File: src/rtl/hazard_ctrl.sv
// Pipeline stall/flush sequencer: drives register load enables, bubbles and PC source
// for load-use, I-cache, D-cache hazards and taken-branch redirects; counts stall cycles.
module hazard_ctrl #(
  parameter int unsigned CNT_W = 32
) (
  input  logic             clk,
  input  logic             rst_n,
  input  logic [4:0]       id_rs1,
  input  logic [4:0]       id_rs2,
  input  logic             id_use_rs1,
  input  logic             id_use_rs2,
  input  logic             ex_mem_read,
  input  logic [4:0]       ex_rd,
  input  logic             ex_br_taken,
  input  logic             imem_resp,
  input  logic             dmem_req,
  input  logic             dmem_resp,
  output logic             load_pc,
  output logic [1:0]       pc_sel,
  output logic             redir_capture,
  output logic             load_if_id,
  output logic             load_id_ex,
  output logic             load_ex_mem,
  output logic             load_mem_wb,
  output logic             flush_if_id,
  output logic             flush_id_ex,
  output logic             flush_mem_wb,
  output logic [CNT_W-1:0] stall_cnt
);

  typedef enum logic [0:0] {StRun, StRedirWait} state_e;

  state_e           state_q, state_d;
  logic [CNT_W-1:0] stall_cnt_q, stall_cnt_d;

  logic       fe_wait, be_wait, lu;
  logic       load_pc_c, redir_capture_c;
  logic [1:0] pc_sel_c;
  logic       load_if_id_c, load_id_ex_c, load_ex_mem_c, load_mem_wb_c;
  logic       flush_if_id_c, flush_id_ex_c, flush_mem_wb_c;

  assign fe_wait = ~imem_resp;
  assign be_wait = dmem_req & ~dmem_resp;
  assign lu      = ex_mem_read && (ex_rd != 5'd0) &&
                   ((id_use_rs1 && (id_rs1 == ex_rd)) || (id_use_rs2 && (id_rs2 == ex_rd)));

  always_comb begin
    state_d         = state_q;
    load_pc_c       = 1'b1;
    pc_sel_c        = 2'd0;
    redir_capture_c = 1'b0;
    load_if_id_c    = 1'b1;
    load_id_ex_c    = 1'b1;
    load_ex_mem_c   = 1'b1;
    load_mem_wb_c   = 1'b1;
    flush_if_id_c   = 1'b0;
    flush_id_ex_c   = 1'b0;
    flush_mem_wb_c  = 1'b0;

    if (be_wait) begin
      // Freeze everything upstream of MEM; WB receives a bubble.
      load_pc_c      = 1'b0;
      load_if_id_c   = 1'b0;
      load_id_ex_c   = 1'b0;
      load_ex_mem_c  = 1'b0;
      flush_mem_wb_c = 1'b1;
    end else if ((state_q == StRun) && ex_br_taken) begin
      flush_if_id_c = 1'b1;
      flush_id_ex_c = 1'b1;
      if (imem_resp) begin
        pc_sel_c = 2'd1;
      end else begin
        // Fetch still in flight: park the target and redirect once it lands.
        load_pc_c       = 1'b0;
        redir_capture_c = 1'b1;
        state_d         = StRedirWait;
      end
    end else if (state_q == StRedirWait) begin
      flush_if_id_c = 1'b1;
      flush_id_ex_c = 1'b1;
      if (imem_resp) begin
        pc_sel_c = 2'd2;
        state_d  = StRun;
      end else begin
        load_pc_c = 1'b0;
      end
    end else if (lu) begin
      load_pc_c     = 1'b0;
      load_if_id_c  = 1'b0;
      flush_id_ex_c = 1'b1;
    end else if (fe_wait) begin
      load_pc_c     = 1'b0;
      flush_if_id_c = 1'b1;
    end
  end

  always_comb begin
    stall_cnt_d = stall_cnt_q;
    if ((!load_pc_c || be_wait) && (stall_cnt_q != {CNT_W{1'b1}})) begin
      stall_cnt_d = stall_cnt_q + CNT_W'(1);
    end
  end

  always_ff @(posedge clk or negedge rst_n) begin
    if (!rst_n) begin
      state_q     <= StRun;
      stall_cnt_q <= '0;
    end else begin
      state_q     <= state_d;
      stall_cnt_q <= stall_cnt_d;
    end
  end

  // All outputs are forced low while reset is asserted.
  assign load_pc       = rst_n & load_pc_c;
  assign pc_sel        = rst_n ? pc_sel_c : 2'd0;
  assign redir_capture = rst_n & redir_capture_c;
  assign load_if_id    = rst_n & load_if_id_c;
  assign load_id_ex    = rst_n & load_id_ex_c;
  assign load_ex_mem   = rst_n & load_ex_mem_c;
  assign load_mem_wb   = rst_n & load_mem_wb_c;
  assign flush_if_id   = rst_n & flush_if_id_c;
  assign flush_id_ex   = rst_n & flush_id_ex_c;
  assign flush_mem_wb  = rst_n & flush_mem_wb_c;
  assign stall_cnt     = rst_n ? stall_cnt_q : '0;

endmodule

File: config.mk
export PLATFORM = sky130hd
export DESIGN_NAME = hazard_ctrl
export DESIGN_NICKNAME = d
export VERILOG_FILES = /design/src/rtl/hazard_ctrl.sv
export SDC_FILE = /design/constraint.sdc
export NUM_CORES = 1
export LEC_CHECK = 0
export CAP_MARGIN = 0
export CORE_ASPECT_RATIO = 1.5
export CORE_MARGIN = 1
export CORE_UTILIZATION = 46
export DETAILED_ROUTE_END_ITERATION = 7
export PLACE_DENSITY = 0.78
export SYNTH_ARGS = -nofsm -noshare
export SYNTH_HDL_FRONTEND = slang
export SYNTH_SLANG_ARGS = --single-unit
File: constraint.sdc
create_clock -name clk -period 2.21 [get_ports clk]
set_input_delay 0.221 -clock clk [delete_from_list [all_inputs] [get_ports clk]]
set_output_delay 0.221 -clock clk [all_outputs]
set_load 0.02 [all_outputs]
==> flow_summary.ini, run 1 <==
[logic_synthesis]
synth-seq-cells = 33
syn_avg_cell_area_um2 = 9.59
syn_nets = 232
synth_edf_count = 0
yosys-top-cells-count = xnor2_1 (39), and2_1 (34), dfrtp_1 (33)
synth_area_um2 = 1990
synth-seq-area-share_pct = 41.6
synth_cell_types = 33
yosysMostFrequentCell = xnor2_1
yosysTopAreaCellShare_pct = 41.6
synth_cells = 207
yosysWarningCount = 0
synth_flop_cell = dfrtp_1
synth_area_leader_cell = dfrtp_1
synthArstFlopShare_pct = 100
synth_area_leaders = dfrtp_1 (42%), xnor2_1 (17%), and2_1 (11%), nand4_1 (4.1%), nand3_1 (3.8%)

[grt]
grt_max_degree = 28
track_usage_pct = 22.0
antenna_found_initial = 0
grt_pass1_vias = 1798
grt_pass1_wl_um = 7780
grt_overflow = 0

[sta]
fin_skew_ps = 4.57
slew_viol_final = 0
period_needed_ps = 2110
period_share_pct = 95.3
setup_tns_ps = 0
max_freq_mhz = 475
hold_ws_ps = 15.3
tightestPinTransition_ps = 569
slew_headroom_pct = 61.9
setup_viol = 0
finalHoldViolCount = 0
setup_ws_ps = 103

[drt]
met3_wirelength_um = 211
ant_nets = 0
wl_per_cell_um = 13.9
first_iter_violations = 66
wl_met2_um = 2610
drt-pass1-iter-count = 4
drt-total-wl_um = 4670
drt-met1-wl_um = 1760
vias = 1766
post-route-drc-count = 0
top_layer_used = met4
vias_per_cell = 5.27

[run_status]
status = complete, no violations

[placement]
dp_slack_ps = -456
dp.cells = 321
io_buffers = 66
placed_area_um2 = 2770
place_hpwl_um = 3310
place_congestion = 0.750

[floorplanning]
fp.dieW_um = 55.6
dieArea_um2 = 4590
core_area_um2 = 4030
die_height_um = 82.5
top_level_ports = 67
num_rows = 28
start_util_pct = 49.3

[clocking]
cts_root_buffer = clkbuf_8
ctsHtreeMaxLevel = 2
cts_tree = yes
cts_max_path_buffers = 2
cts_sinks = 33
cts_buffers = 5
clk_pin_slew_ps = 70
clk_latency_ps = 290

[critical_path]
cp_slowest_cell = dfrtp_1
worstSetupPathType = reg2reg
worstPathRequired_ps = 2390
path_cells = and3_2, and3_1, nand2_1, nor4_4, a41oi_2, buf_4, buf_12, mux2_4
endpoint_kind = register
crit_path_start_kind = register
critPathMaxFanout = 15
worstPathArrival_ps = 2280
critPathTopFamily = simple AND/OR/NAND/NOR gates
crit_buf_inv = 2
critPathMaxStageDelay_ps = 420

[power]
finalPower_mw = 1.65
vdd_drop_max_uv = 704
powerDensity_nw_per_um2 = 562
leakagePower_nw = 1.30

[flow_run]
max_cap_violations = 0

[layout]
final_layout_size_suffix_gt1_share_pct = 14.1
nNetsFinal = 314
stdcell_count = 335
final_cell_area_um2 = 2950
diodes = 0
finish.utilization_pct = 73.1
area_growth_syn_to_layout_pct = 48.3

[min_path]
hp-class = in2async
## where the power goes
part	internal [mW]	switching, mW	total, mW	leakage [nW]
sequential	0.670	0.0769	0.747	0.446
combinational	0.264	0.212	0.476	0.805
clock	0.218	0.214	0.431	0.0450
## layout by cell type (no fill, tap or decap), drive strengths merged
master	netlist	routed
mux2	1	1
a211oi	1	1
clkinv	0	2
nand2	12	12
nand3	16	16
and4	2	2
and2	34	34
a21oi	2	2
dlygate4sd2	0	1
inv	2	2
xnor2	39	39
nor4	1	1
and3	13	13
ha	1	1
dfrtp	33	33
a41oi	1	1
clkdlybuf4s50	0	56
or4	1	1
nand4	13	13
nand2b	4	4
clkbuf	5	6
o22ai	1	1
nor2	11	11
buf	6	20
clkdlybuf4s15	0	1
a21boi	1	1
o21ai	1	1
a31oi	1	1
xor2	1	1
dlymetal6s2s	0	5
dlygate4sd3	0	3
and4b	1	1
nor3	3	3
## what timing repair did
item / 4_1_cts / 5_1_grt
buffers inserted: 0 / 2
pin swaps: 0 / 7
endpoints found under the setup margin: 4 / 20
hold buffers: 3 / 0
hold endpoints to repair: 1 / 0
resized for setup: 14 / 14
gates cloned: 0 / 1
## registers in the layout (all words and copies together) (netlist names)
| register | count |
|---|---|
| state_q | 1 |
| stall_cnt_q | 32 |
## worst paths after layout
| kind | start | to | slack (ps) | cells past startpoint |
|---|---|---|---|---|
| setup / recovery | stall_cnt_q[15]$_DFFE_PN0P_ | stall_cnt_q[1]$_DFFE_PN0P_ | 100 | 8 |
| hold / removal | rst_n | stall_cnt_q[27]$_DFFE_PN0P_ | 20 | 2 |
| setup reg to reg | stall_cnt_q[15]$_DFFE_PN0P_ | stall_cnt_q[1]$_DFFE_PN0P_ | 100 | 8 |
| hold reg to reg | stall_cnt_q[22]$_DFFE_PN0P_ | stall_cnt_q[22]$_DFFE_PN0P_ | 490 | 1 |
| max in group asynchronous | rst_n | stall_cnt_q[16]$_DFFE_PN0P_ | 1090 | 3 |
| min in group clk | stall_cnt_q[22]$_DFFE_PN0P_ | stall_cnt_q[22]$_DFFE_PN0P_ | 490 | 1 |
## cell type report
cell class	instances	area, um2
clock inverter	2	10.0
inverter	2	7.51
clock buffer	6	72.6
multi-input combinational	161	1130
fill	321	1080
tap	45	56.3
sequential	33	826
timing repair buffer	86	845
## cells by family after synthesis
family | synth area share [%]
xor gates and xnor gates | 17.6
and+or+nand+nor | 33.1
AOI/OAI and AO/OA | 2.96
buffers and inverters | 3.34
muxes | 0.756
DFF | 41.6
adders and majority gates | 0.630
## worst register-to-register path: stages, from the launching register on
cell and delay, ps:
dfrtp_1 420, and3_2 250, and3_1 200, nand2_1 130, nor4_4 230, a41oi_2 150
buf_4 180, buf_12 140, mux2_4 290
## per-layer routing
metal,vias to the layer above,GRT usage (%)
met2,54,44.2
met3,6,4.36
met1,842,21.2
met4,0,10.8
li1,864,-
met5,-,0
Note: power is estimated with default switching activity, not from simulation.
==> run 2, diff against run 1 <==
Settings changed: CORE_MARGIN 1 to 5, HOLD_SLACK_MARGIN from default to 0.06.
==> run 2 against run 1 <==
Critical path type is now in2out. Global-route usage shrank 5.4 points. Largest cell class unchanged. Fmax is 3.5% lower. Wire length fell by 1.6%. Setup slack worse by 77 ps. Non-clock buffer count is 5 higher. Register-to-register slack better by 50 ps. Final cell count rose by 1.5%. Via count fell by 0.11%. Highest routed layer unchanged.
==> flow_summary.ini, run 2 (same netlist as run 1, synthesis figures left out) <==
[power]
p_switching_mw = 0.488
powerDensity_nw_per_um2 = 563
leakagePower_nw = 1.36
share_comb_of_total_power_pct = 27.8
switching_share_pct = 29.4
p_int_mw = 1.17
power.share.clock_pct = 27.4
vdd_drop_max_uv = 774
pwr-share-seq_pct = 44.8

[clocking]
cts_root_buffer = clkbuf_8
clk_pin_slew_ps = 60
cts_sinks = 33
cts_max_path_buffers = 2
ctsHtreeMaxLevel = 2
clk_latency_ps = 280
cts_tree = yes
cts_buffers = 5

[floorplanning]
dieArea_um2 = 5760
start_util_pct = 47.2
core_area_um2 = 4210
top_level_ports = 67
fp.dieW_um = 63.6
num_rows = 29
die_height_um = 90.5

[sta]
max_freq_mhz = 458
slew_headroom_pct = 75.3
hold_ws_ps = 485
finalHoldViolCount = 0
setup_viol = 0
fin_skew_ps = 2.47
period_needed_ps = 2180
slew_viol_final = 0
tightestPinTransition_ps = 370
period_share_pct = 98.8
rsz0062_at_grt = yes

[critical_path]
worstSetupPathType = in2out
path_cells = clkdlybuf4s50_1, or4_1, o21ai_1, nand2b_1, nor3_2, a211oi_1, buf_2
crit_buf_inv = 2
worstPathRequired_ps = 1990
critPathMaxStageDelay_ps = 520
crit_path_start_kind = primary input
endpoint_kind = output pin
critPathTopFamily = simple AND/OR/NAND/NOR gates
worstPathArrival_ps = 1960
cp_slowest_cell = or4_1
critPathMaxFanout = 3

[grt]
track_usage_pct = 16.5
antenna_found_initial = 0
grt_max_degree = 42
grt_pass1_vias = 1780
grt_pass1_wl_um = 7760
grt_overflow = 0

[drt]
drt-total-wl_um = 4590
drt-pass1-iter-count = 4
vias = 1764
ant_nets = 0
first_iter_violations = 37
wl_per_cell_um = 13.5
vias_per_cell = 5.19
post-route-drc-count = 0

[layout]
largest_reg_flops = 32
final_cell_mix = clkdlybuf4s50_1 (55), xnor2_1 (39), and2_1 (34)
regMostFlops = stall_cnt_q
reg_top3 = stall_cnt_q (32), state_q (1)
diodes = 0
stdcell_count = 340
area_growth_syn_to_layout_pct = 48.6
final_common_cell = clkdlybuf4s50_1
nNetsFinal = 319
final_layout_size_suffix_gt1_share_pct = 13.9

[flow_run]
max_cap_violations = 0

[run_status]
status = complete, no violations

[placement]
dp.cells = 323
place_hpwl_um = 3560
place_congestion = 0.789
io_buffers = 66

[min_path]
hp-class = reg2reg
run 2: changes by cell type in the layout (fill, tap and decap cells not counted), sizes merged:
cell and change:
clkdlybuf4s50 -1, clkinv -2, clkbuf +2, dlymetal6s2s +1, dlygate4sd2 -1, buf +5
run 2: final timing paths:
path                                                     to                        start  slack [ps]  depth (start not counted)
worst max-delay path                            flush_if_id                     ex_rd[1]          30                          7
worst max register to register   stall_cnt_q[1]$_DFFE_PN0P_  stall_cnt_q[16]$_DFFE_PN0P_         150                          7
max in group asynchronous       stall_cnt_q[31]$_DFFE_PN0P_                        rst_n         960                          3
worst min register to register   stall_cnt_q[8]$_DFFE_PN0P_   stall_cnt_q[8]$_DFFE_PN0P_         480                          1
min in group asynchronous        stall_cnt_q[6]$_DFFE_PN0P_                        rst_n         520                          3
worst min-delay path             stall_cnt_q[8]$_DFFE_PN0P_   stall_cnt_q[8]$_DFFE_PN0P_         480                          1
run 2: stage by stage:
stage               util (%)  worst slack [ps]  instance area [um2]  power (mW)  TNS [ps]
detailed placement      65.7              -417                 2770        1.22     -5980
global route            70.1             -57.1                 2950        1.75     -78.8
global placement        65.7              -393                 2770        1.21     -3910
floorplan                  -               223                 1990       0.998         0
finish                  70.1              26.1                 2950        1.66         0
CTS                     68.6              10.6                 2890        1.68         0
run 2: layout make-up:
cell class              instances  area [um2]
clock buffers                   7        86.3
fillers                       336        1260
inverters                       2        7.51
multi-input cells             161        1110
flip-flops and latches         33         826
well taps                      46        57.6
repair buffers                 91         863
run 2: power groups by stage:
stage               sequential (mW)  clock [mW]  combinational (mW)
floorplan                     0.737           0               0.261
global placement              0.752           0               0.455
detailed placement            0.753           0               0.465
CTS                           0.744       0.464               0.469
global route                  0.757       0.483               0.508
finish                        0.744       0.454               0.462
run 2: what timing repair did:
item	CTS	global route
hold endpoints to repair	6	0
buffers inserted	0	7
setup endpoints to repair	4	11
resized for setup	13	10
pin swaps	0	1
hold buffers	3	0
run 2: layer usage:
metal	vias to the layer above	GRT usage (%)	share of wire, %
met5	-	0	0
met4	0	6.93	2.0
met3	6	5.60	8.0
met2	57	29.1	52
met1	831	17.6	38
li1	870	-	-
